<file path="src/rtl/parity_pkg.sv">
// Shared definitions for the parity scan controller: FSM encoding, the
// odd-popcount decoder mask and the chunk-count helper.
package parity_pkg;

    typedef enum logic [1:0] {
        IDLE = 2'd0,
        SCAN = 2'd1,
        DONE = 2'd2
    } state_t;

    // Decoder lines 1, 2, 4 and 7 carry an odd number of ones in their index.
    localparam logic [7:0] ODD_MASK = 8'b1001_0110;

    function automatic int nchunk(input int width);
        return (width + 2) / 3;
    endfunction

endpackage

</file>
<file path="src/rtl/parity_scan_ctrl_decoder_3to8.sv">
// Plain 3-to-8 one-hot decoder shared by the parity scan controller.
module decoder_3to8 (
    input  logic [2:0] a,
    output logic [7:0] y
);

    always_comb begin
        y    = '0;
        y[a] = 1'b1;
    end

endmodule

</file>
<file path="src/rtl/parity_scan_ctrl.sv">
// Generates or checks odd parity on a word by walking it 3 bits per clock
// through a single 3-to-8 decoder and accumulating per-chunk parity.
module parity_scan_ctrl
    import parity_pkg::*;
#(
    parameter int DATA_W = 12
) (
    input  logic              clk,
    input  logic              rst_n,
    input  logic              in_valid,
    output logic              in_ready,
    input  logic [DATA_W-1:0] in_data,
    input  logic              in_par,
    input  logic              in_check,
    output logic              out_valid,
    input  logic              out_ready,
    output logic              out_par,
    output logic              out_err,
    output logic              busy,
    output state_t            dbg_state
);

    // Handshake: a word or result transfers on a rising clk edge where
    // valid && ready; valid is held by the source until that edge, and
    // in_valid outside IDLE is simply not looked at.

    localparam int NCHUNK = nchunk(DATA_W);
    localparam int WORD_W = 3 * NCHUNK;
    localparam int IDX_W  = (NCHUNK > 1) ? $clog2(NCHUNK) : 1;
    localparam logic [IDX_W-1:0] LAST_IDX = IDX_W'(NCHUNK - 1);

    state_t            state_q, state_d;
    logic [WORD_W-1:0] word_q;
    logic [IDX_W-1:0]  idx_q;
    logic              acc_q;
    logic              par_q;
    logic              check_q;
    logic              out_par_q;
    logic              out_err_q;
    logic [2:0]        chunk;
    logic [7:0]        dec_y;
    logic              chunk_par;
    logic              acc_next;

    always_comb begin
        chunk = '0;
        for (int i = 0; i < NCHUNK; i++) begin
            if (idx_q == IDX_W'(i)) begin
                chunk = word_q[3*i +: 3];
            end
        end
    end

    decoder_3to8 u_dec (
        .a (chunk),
        .y (dec_y)
    );

    assign chunk_par = |(dec_y & ODD_MASK);
    assign acc_next  = acc_q ^ chunk_par;

    always_comb begin
        state_d = state_q;
        case (state_q)
            IDLE:    if (in_valid) state_d = SCAN;
            SCAN:    if (idx_q == LAST_IDX) state_d = DONE;
            DONE:    if (out_ready) state_d = IDLE;
            default: state_d = IDLE;
        endcase
    end

    always_ff @(posedge clk) begin
        if (!rst_n) begin
            state_q   <= IDLE;
            word_q    <= '0;
            idx_q     <= '0;
            acc_q     <= 1'b0;
            par_q     <= 1'b0;
            check_q   <= 1'b0;
            out_par_q <= 1'b0;
            out_err_q <= 1'b0;
        end else begin
            state_q <= state_d;
            case (state_q)
                IDLE: begin
                    if (in_valid) begin
                        // Zero padding of the top chunk leaves parity unchanged.
                        word_q  <= WORD_W'(in_data);
                        par_q   <= in_par;
                        check_q <= in_check;
                        acc_q   <= 1'b0;
                        idx_q   <= '0;
                    end
                end
                SCAN: begin
                    acc_q <= acc_next;
                    if (idx_q == LAST_IDX) begin
                        out_par_q <= ~acc_next;
                        out_err_q <= check_q & ~(acc_next ^ par_q);
                    end else begin
                        idx_q <= idx_q + 1'b1;
                    end
                end
                default: ;
            endcase
        end
    end

    assign in_ready  = (state_q == IDLE);
    assign out_valid = (state_q == DONE);
    assign busy      = (state_q != IDLE);
    assign out_par   = out_par_q;
    assign out_err   = out_err_q;
    assign dbg_state = state_q;

endmodule

</file>
<file path="config.mk">
export PLATFORM = sky130hd
export DESIGN_NAME = parity_scan_ctrl
export DESIGN_NICKNAME = d
export VERILOG_FILES = /design/src/rtl/parity_pkg.sv /design/src/rtl/parity_scan_ctrl_decoder_3to8.sv /design/src/rtl/parity_scan_ctrl.sv
export SDC_FILE = /design/constraint.sdc
export NUM_CORES = 1
export LEC_CHECK = 0
export ABC_AREA = 1
export CORE_MARGIN = 2
export CORE_UTILIZATION = 45
export CTS_BUF_LIST = sky130_fd_sc_hd__clkbuf_8
export DETAILED_ROUTE_END_ITERATION = 6
export PLACE_DENSITY = 0.74
export SYNTH_ARGS = -nofsm -noshare
export SYNTH_HDL_FRONTEND = slang
export SYNTH_SLANG_ARGS = --single-unit
</file>
<file path="constraint.sdc">
create_clock -name clk -period 3.63 [get_ports clk]
set_input_delay 0.5445 -clock clk [delete_from_list [all_inputs] [get_ports clk]]
set_output_delay 0.5445 -clock clk [all_outputs]
set_load 0.05 [all_outputs]
</file>
==> impl_metrics.py <==
metrics = {
    "outcome": {
        "outcome": "finished, final reports clean",
    },
    "yosys": {
        "synth-simple-area-share": 0.235,
        "synth_area_um2": 996,
        "ys_ff_latch": 21,
        "syn_nets": 162,
        "yosysWarnings": 0,
        "seq_area_frac_synth": 0.422,
        "synth-xor-area-share": 0.00879,
        "synth.avg_cell_area_um2": 7.11,
        "synthDistinctLibCells": 16,
        "synth_top_family_by_area": "simple AND/OR/NAND/NOR gates",
        "netlist_instances": 140,
        "synth_fa_ha_area_frac": 0.0503,
        "synth_compound_area_frac": 0.175,
        "synth_mux_area_frac": 0,
    },
    "sta": {
        "finClkSkew_ps": 5.21,
        "worstMarginPinSlew_ps": 716,
        "fmax_ghz": 0.461,
        "fin_crit_sh": 0.598,
        "setup_viol": 0,
        "period_needed_ps": 2170,
        "slew_violations": 0,
        "tns_ps": 0,
        "max-slew-margin-rel": 0.522,
        "hold_violations": 0,
        "grt_setup_unrepaired": "no",
    },
    "min_path": {
        "min_path_type": "register to register",
    },
    "cts": {
        "htree_levels": 1,
        "cts_sinks": 21,
        "root_buffer": "clkbuf_8",
        "numCtsBuffers": 3,
        "cts_tree": "built",
        "cts.clk_slew.worst_paths_ps": 80,
        "hold_buffers": 0,
        "cts.repair.resized": 0,
        "clock_path_buffers": 2,
        "clkLatencyLatePin_ps": 260,
        "post_cts_buffers": 0,
    },
    "die": {
        "dieArea_um2": 2610,
        "fp.coreArea_um2": 2150,
        "fp.dieH_um": 51.0,
        "die_w_um": 51.0,
        "io_pins": 25,
        "row_count": 17,
        "start_util": 0.464,
    },
    "place": {
        "hpwl_mm": 1.42,
        "place.gp.congestion": 0.782,
        "portBuffers": 24,
        "dpl_cell_area_um2": 1260,
    },
    "routing": {
        "drt_iter0_drc": 16,
        "dr.pass1.iters": 4,
        "wl_mm": 1.89,
        "vias": 909,
        "via_per_inst": 4.71,
        "wire_per_inst_um": 9.80,
        "route.detailed.drc": 0,
        "ant_nets": 0,
    },
    "worst_setup_path": {
        "path_cells": "nor2_1, clkdlybuf4s50_1",
        "path_buf_inv": 1,
        "cp.required_ps": 3090,
        "slowest_stage": "clkdlybuf4s50_1",
        "max_stage_delay_ps": 840,
        "crit_family": "buffers and inverters",
        "critPathLaunchType": "register",
        "cp-end-kind": "output port",
        "arrival_ps": 1630,
        "worst-setup-path-type": "register to output port",
        "cp_max_fo": 4,
    },
    "final_layout": {
        "stdcell_area_um2": 1310,
        "fin_nets": 188,
        "num_antenna_cells": 0,
        "final_layout_size_suffix_gt1_frac": 0.0667,
        "final_util": 0.607,
        "syn_to_final_growth_pct": 31.0,
    },
    "power": {
        "peakVddDrop_uv": 237,
        "power.leakage_nw": 0.571,
        "power.density_nw_per_um2": 395,
    },
    "global_routing": {
        "grt_overflow": 0,
        "grt_pass1_vias": 874,
        "grt_pass1_wl_mm": 3.39,
        "antenna_found_initial": 0,
        "grt_util_all_layers": 0.171,
        "grt_max_degree": 28,
    },
    "run": {
        "cap_viol_max_count": 0,
    },
}
[placed cells by master (no fill, tap or decap), drive strengths merged]
master / instances
clkbuf: 3
ha: 4
clkdlybuf4s50: 24
nand3: 11
nand2: 24
or2: 1
xor2: 1
a211oi: 1
inv: 27
o21ai: 16
dfxtp: 21
nor2: 16
a21oi: 15
a22oi: 1
[metal layers]
layer | global-route usage | up-vias | part of all wire
met5 | 0 | - | 0
met4 | 0.0676 | 0 | 0.012
met3 | 0.0263 | 4 | 0.039
met2 | 0.314 | 18 | 0.48
met1 | 0.195 | 396 | 0.47
li1 | - | 491 | -
[where the power goes]
part | switching [mW] | internal (mW) | total [mW] | leakage [nW]
sequential | 0.0105 | 0.247 | 0.258 | 0.173
clock | 0.0726 | 0.0753 | 0.148 | 0.0269
combinational | 0.0623 | 0.0478 | 0.110 | 0.371
[sequential cells by signal, summed over array words and instances (netlist names)]
signal and count:
word_q 12, dbg_state 2, idx_q 2, acc_q 1
check_q 1, out_err 1, out_par 1, par_q 1
[worst min-delay path: cells and delay by family, from the launching register on]
family / cells / cell delay, ps
AOI/OAI and AO/OA: 1 / 50
buffers and inverters: 1 / 60
DFF: 1 / 300
[cells in the mapped netlist]
master    instances  area [µm²]
inv_1            26        97.6
dfxtp_1          21         420
nand2_1          19        71.3
nor2_1           16        60.1
o21ai_0          16        80.1
a21oi_1          14        70.1
nand3_1           9        45.0
nand2_2           5        31.3
ha_1              4        50.1
clkbuf_1          3        11.3
nand3_2           2        20.0
a211oi_1          1        7.51
a21oi_2           1        8.76
a22oi_1           1        7.51
or2_1             1        6.26
xor2_1            1        8.76
[stage by stage]
stage	worst slack, ps	hold slack [ps]	power (mW)	std cells
after floorplan	1350	429	0.336	140
after global placement	1520	448	0.371	189
after detailed placement	1430	451	0.374	189
after CTS	1460	463	0.520	193
after global routing	1380	512	0.542	193
final	1460	459	0.516	193
[cells by family after synthesis]
kind of cell | Yosys count
XOR/XNOR | 1
buffers and inverters | 29
adder cells (fa/ha/maj) | 4
AND/OR/NAND/NOR | 52
AO/OA/AOI/OAI | 33
flip-flops | 21
[cell type report]
| cell class | count | area (µm²) |
|---|---|---|
| clock buffer | 3 | 41.3 |
| clock inverter | 1 | 3.75 |
| fill | 217 | 843 |
| inverter | 26 | 97.6 |
| multi-input combinational | 90 | 467 |
| sequential | 21 | 420 |
| tap | 28 | 35.0 |
| timing repair buffer | 24 | 240 |
[path summary, 6_finish.rpt]
path | start | endpoint | slack (ps) | cells past startpoint
setup / recovery | dbg_state[0] | in_ready | 1460 | 2
hold / removal | check_q | check_q | 460 | 2
setup reg to reg | dbg_state[0] | idx_q[1] | 1940 | 6
hold reg to reg | check_q | check_q | 460 | 2
Note: power is estimated with default switching activity, not from simulation.
